--- src/rtl/uart_tx_arb.sv ---
// Four-requester round-robin arbiter feeding a single UART transmitter.
// Grants one byte per frame, strobes tx_wrsig, and tracks the transmitter busy line.
module uart_tx_arb #(
  parameter int WR_HOLD   = 2,
  parameter int START_TMO = 8,
  parameter int GAP       = 0
) (
  input  logic       clk,
  input  logic       rst,
  input  logic [3:0] req,
  input  logic [7:0] din0,
  input  logic [7:0] din1,
  input  logic [7:0] din2,
  input  logic [7:0] din3,
  output logic [3:0] ack,
  output logic [7:0] tx_data,
  output logic       tx_wrsig,
  input  logic       tx_busy,
  output logic       done,
  output logic [1:0] done_id,
  output logic       err,
  output logic       active
);

  typedef enum logic [2:0] {IDLE, LOAD, WAIT_BUSY, WAIT_DONE, GAPW} state_t;

  localparam logic [7:0] WR_LAST  = 8'(WR_HOLD - 1);
  localparam logic [7:0] TMO_LAST = 8'(START_TMO - 1);
  localparam logic [7:0] GAP_CNT  = 8'(GAP);

  state_t     state_q, state_d;
  logic [7:0] cnt_q, cnt_d;
  logic [1:0] last_q, last_d;
  logic [3:0] ack_q, ack_d;
  logic [7:0] tx_data_q, tx_data_d;
  logic       tx_wrsig_q, tx_wrsig_d;
  logic       done_q, done_d;
  logic       err_q, err_d;
  logic [1:0] done_id_q, done_id_d;
  logic       active_q, active_d;

  logic       grant_vld;
  logic [1:0] grant_idx;
  logic [7:0] din_sel;

  // Search last+1, last+2, last+3, last so the previous winner ranks lowest.
  always_comb begin
    grant_vld = 1'b0;
    grant_idx = last_q;
    for (int k = 1; k <= 4; k++) begin
      if (!grant_vld && req[last_q + 2'(k)]) begin
        grant_vld = 1'b1;
        grant_idx = last_q + 2'(k);
      end
    end
  end

  always_comb begin
    unique case (grant_idx)
      2'd0:    din_sel = din0;
      2'd1:    din_sel = din1;
      2'd2:    din_sel = din2;
      default: din_sel = din3;
    endcase
  end

  always_comb begin
    state_d    = state_q;
    cnt_d      = cnt_q;
    last_d     = last_q;
    tx_data_d  = tx_data_q;
    done_id_d  = done_id_q;
    ack_d      = '0;
    tx_wrsig_d = 1'b0;
    done_d     = 1'b0;
    err_d      = 1'b0;
    unique case (state_q)
      IDLE: begin
        // A busy line here is a frame we did not launch; never overlap it.
        if (grant_vld && !tx_busy) begin
          state_d    = LOAD;
          ack_d      = 4'b0001 << grant_idx;
          last_d     = grant_idx;
          tx_data_d  = din_sel;
          tx_wrsig_d = 1'b1;
          cnt_d      = '0;
        end
      end
      LOAD: begin
        if (cnt_q == WR_LAST) begin
          state_d = WAIT_BUSY;
          cnt_d   = '0;
        end else begin
          tx_wrsig_d = 1'b1;
          cnt_d      = cnt_q + 8'd1;
        end
      end
      WAIT_BUSY: begin
        if (tx_busy) begin
          state_d = WAIT_DONE;
          cnt_d   = '0;
        end else if (cnt_q == TMO_LAST) begin
          state_d   = GAPW;
          err_d     = 1'b1;
          done_id_d = last_q;
          cnt_d     = '0;
        end else begin
          cnt_d = (cnt_q == 8'hFF) ? cnt_q : cnt_q + 8'd1;
        end
      end
      WAIT_DONE: begin
        if (!tx_busy) begin
          state_d   = GAPW;
          done_d    = 1'b1;
          done_id_d = last_q;
          cnt_d     = '0;
        end
      end
      GAPW: begin
        // The done/err cycle is the first GAPW cycle; GAP more follow it.
        if (cnt_q == GAP_CNT) begin
          state_d = IDLE;
          cnt_d   = '0;
        end else begin
          cnt_d = cnt_q + 8'd1;
        end
      end
      default: begin
        state_d = IDLE;
        cnt_d   = '0;
      end
    endcase
    active_d = (state_d != IDLE);
  end

  always_ff @(posedge clk) begin
    if (rst) begin
      state_q    <= IDLE;
      cnt_q      <= '0;
      last_q     <= '0;
      ack_q      <= '0;
      tx_data_q  <= '0;
      tx_wrsig_q <= 1'b0;
      done_q     <= 1'b0;
      err_q      <= 1'b0;
      done_id_q  <= '0;
      active_q   <= 1'b0;
    end else begin
      state_q    <= state_d;
      cnt_q      <= cnt_d;
      last_q     <= last_d;
      ack_q      <= ack_d;
      tx_data_q  <= tx_data_d;
      tx_wrsig_q <= tx_wrsig_d;
      done_q     <= done_d;
      err_q      <= err_d;
      done_id_q  <= done_id_d;
      active_q   <= active_d;
    end
  end

  assign ack      = ack_q;
  assign tx_data  = tx_data_q;
  assign tx_wrsig = tx_wrsig_q;
  assign done     = done_q;
  assign done_id  = done_id_q;
  assign err      = err_q;
  assign active   = active_q;

endmodule

--- config.mk ---
export PLATFORM = sky130hd
export DESIGN_NAME = uart_tx_arb
export DESIGN_NICKNAME = d
export VERILOG_FILES = /design/src/rtl/uart_tx_arb.sv
export SDC_FILE = /design/constraint.sdc
export NUM_CORES = 1
export LEC_CHECK = 0
export ABC_AREA = 1
export ABC_CLOCK_PERIOD_IN_PS = 1960
export BUFFER_PORTS_ARGS = -buffer_cell sky130_fd_sc_hd__buf_2
export CAP_MARGIN = 40
export CORE_UTILIZATION = 40
export DETAILED_ROUTE_END_ITERATION = 12
export SYNTH_ARGS = -nofsm -noshare
export SYNTH_HDL_FRONTEND = slang
export SYNTH_SLANG_ARGS = --single-unit
--- constraint.sdc ---
create_clock -name clk -period 1.96 [get_ports clk]
set_input_delay 0.196 -clock clk [delete_from_list [all_inputs] [get_ports clk]]
set_output_delay 0.196 -clock clk [all_outputs]
set_load 0.01 [all_outputs]
==> results.yml <==
setup_path:
  crit-reg2reg-launch: "last_q[0]"
  crit_type: "reg2reg"
  reg2reg_to: "tx_data[1]"
  rr_worst_depth: 13
  rrSetupSlack_ns: 0.06
  path_max_fanout: 8
  crit_path_start_kind: "register"
  crit_required_ns: 2.13
  crit_arrival_ns: 2.07
  end_kind: "register"
  critPathCapture: "tx_data[1]"
  startpoint: "last_q[0]"
sta:
  worst_slew_pin_slew_ns: 0.422
  finalClockSkew_ns: 0.00834
  final.setup.worst_slack_ns: 0.0614
  relSlewSlack_pct: 71.6
  timing.final.crit_share_pct: 96.9
  setup_violations: 0
  min_period_ns: 1.90
  maxSlewViolCount: 0
  tns_ns: 0
  fmax_mhz: 527
  whs_ns: 0.248
  hold_violations: 0
  rsz0062_at_grt: "true"
placement:
  place_ws_ns: 0.0436
  hpwlAfterDp_um: 3850
  gp_congestion: 0.877
  port_buffers: 56
finish:
  fillers: 486
  drive_gt1_share_pct: 33.5
  area_growth_pct: 34.2
  nets: 423
  post-route-util_pct: 56.5
  antenna_cells: 0
power:
  internal_power_mw: 2.62
  clkPwrFrac_pct: 9.7
  power_frac_seq_pct: 17.6
  p_leak_nw: 1.29
  ir_drop_mv: 1.56
  p_sw_mw: 2.48
  p_per_area_mw_per_mm2: 1880
  pwr-share-comb_pct: 72.8
  swShare_pct: 48.6
  finalPower_mw: 5.09
synthesis:
  synth_area_per_cell_um2: 6.54
  synth_flop_cell: "dfxtp_1"
  synth_area_leaders: "dfxtp_1, nand2_1, inv_1"
  synth_cells: 308
  synthesis.area_mm2: 0.00201
  ys_ff_latch: 31
  yosys_warnings: 0
  ys_seq_area_share_pct: 30.8
  yosysUniqueCellTypes: 31
  post-synth-top-count-cell: "nand2_1"
  synth_common_cells: "nand2_1, inv_1, dfxtp_1"
  synth_top_area_share_pct: 30.8
  syn-num-nets: 350
  synth_area_leader_cell: "dfxtp_1"
  synth_edf_count: 0
  ys_async_sr_fraction_pct: 0
grt:
  grt_antenna_before_repair: 0
  grt_max_degree: 25
  grt_pass1_vias: 1898
  grt_first_pass_wirelength_um: 8290
  grt_usage_pct: 20.2
  grt_overflow: 0
clock_network:
  clk_pin_slew_ns: 0.07
  clk_path_buf_depth: 2
  cts.sinks: 31
  postCtsHoldBufs: 0
  clk_root_buffer_cell: "clkbuf_8"
  cts_buffers: 5
  cts_tree: "built"
  clkLatencyLatePin_ns: 0.29
  cts_max_level: 2
status:
  outcome: "completed"
worst_hold_path:
  min_from: "tx_busy"
  hold_path_class: "in2reg"
route:
  wl_per_cell_um: 11.6
  route.detailed.drc: 0
  drtAntennaViolNets: 0
  drtIter0Drc: 134
  wirelength_um: 5230
  dr_total_vias: 2207
  detail_route.vias_per_cell: 4.92
  drtPass1Iterations: 4
floorplanning:
  num_rows: 25
  die_h_um: 72.9
  die_area_mm2: 0.00532
  start_util_pct: 42.1
  die_x_um: 72.9
  coreArea_mm2: 0.00479
  io_pins: 57
job:
  drv_cap: 0
cells in the final DEF (no fill, tap or decap), types with 4 or more instances in the layout:
cell type,synthesis,layout
dfxtp_1,31,28
nand3b_1,9,9
clkbuf_8,0,5
nand3_1,23,18
inv_1,32,29
inv_2,2,4
nand2_2,8,11
nor3_1,9,8
buf_2,2,56
a21oi_1,13,12
a21oi_2,7,8
nand2_1,83,77
nand2_4,3,6
o21ai_0,13,13
nand3_2,2,6
nand4_1,12,12
clkinv_1,7,7
o21ai_1,4,4
nor2_1,24,24
buf_4,4,13
cell type report:
cell class | instances | area [um2] | area share (%)
Clock buffer | 6 | 72.6 | 2.69
Clock inverter | 2 | 12.5 | 0.463
Inverter | 41 | 156 | 5.79
Multi-Input combinational cell | 228 | 1270 | 47.0
Sequential cell | 31 | 627 | 23.2
Tap cell | 67 | 83.8 | 3.10
Timing Repair Buffer | 74 | 479 | 17.7
routing by layer:
| layer | share of wire (%) | wire length (um) | vias up | global-route usage (%) |
|---|---|---|---|---|
| li1 | - | - | 1152 | - |
| met1 | 48 | 2520 | 970 | 26.8 |
| met2 | 45 | 2350 | 79 | 32.4 |
| met3 | 5.6 | 292 | 6 | 5.25 |
| met4 | 1.1 | 59 | 0 | 5.88 |
| met5 | 0 | 0 | - | 0 |
metrics by stage:
step	cells	area [um2]
floorplan	308	2010
global placement	435	2440
detailed placement	435	2440
CTS	443	2530
global route	449	2700
finish	449	2700
power by group through the flow:
stage / registers, mW / clock network (mW) / logic, mW
after floorplan: 0.936 / 0 / 2.15
after global placement: 0.891 / 0 / 2.91
after detailed placement: 0.891 / 0 / 2.92
after CTS: 0.880 / 0.506 / 2.93
after global routing: 0.915 / 0.537 / 4.04
final: 0.894 / 0.492 / 3.71
cell families after synthesis:
group	after synthesis	synth area share, %
compound gates	47	14.2
fa+ha+maj	3	1.86
flops	31	30.8
buf+inv	50	10.6
simple gates	177	42.6
repair_timing:
action / in CTS / in global routing
setup endpoints to repair: 0 / 16
resized for setup: 0 / 27
buffers inserted: 0 / 3
registers in the layout (all words and copies together) (netlist names):
register,count
done_id,2
done,1
err,1
tx_data,8
tx_wrsig,1
active,1
cnt_q,8
state_q,3
last_q,2
ack,4
worst min path at each step:
stage	cells after the start	end
2_1_floorplan	3	done
6_report	4	done
5_1_grt	4	done
3_3_place_gp	2	tx_data[2]
4_1_cts	4	done
3_5_place_dp	2	tx_data[2]
worst max-delay path, cell delays in order, from the launching register on:
cell and delay, ns:
dfxtp_4 0.36, buf_4 0.14, nand2_2 0.06, nand2_2 0.08
nand2_4 0.09, nand2_4 0.07, or2_4 0.26, nand3_4 0.14
nand2_8 0.09, buf_4 0.16, o21ai_0 0.09, nand3_2 0.11
nand2_1 0.08, a21oi_2 0.05
(Power assumes the default switching activity.)
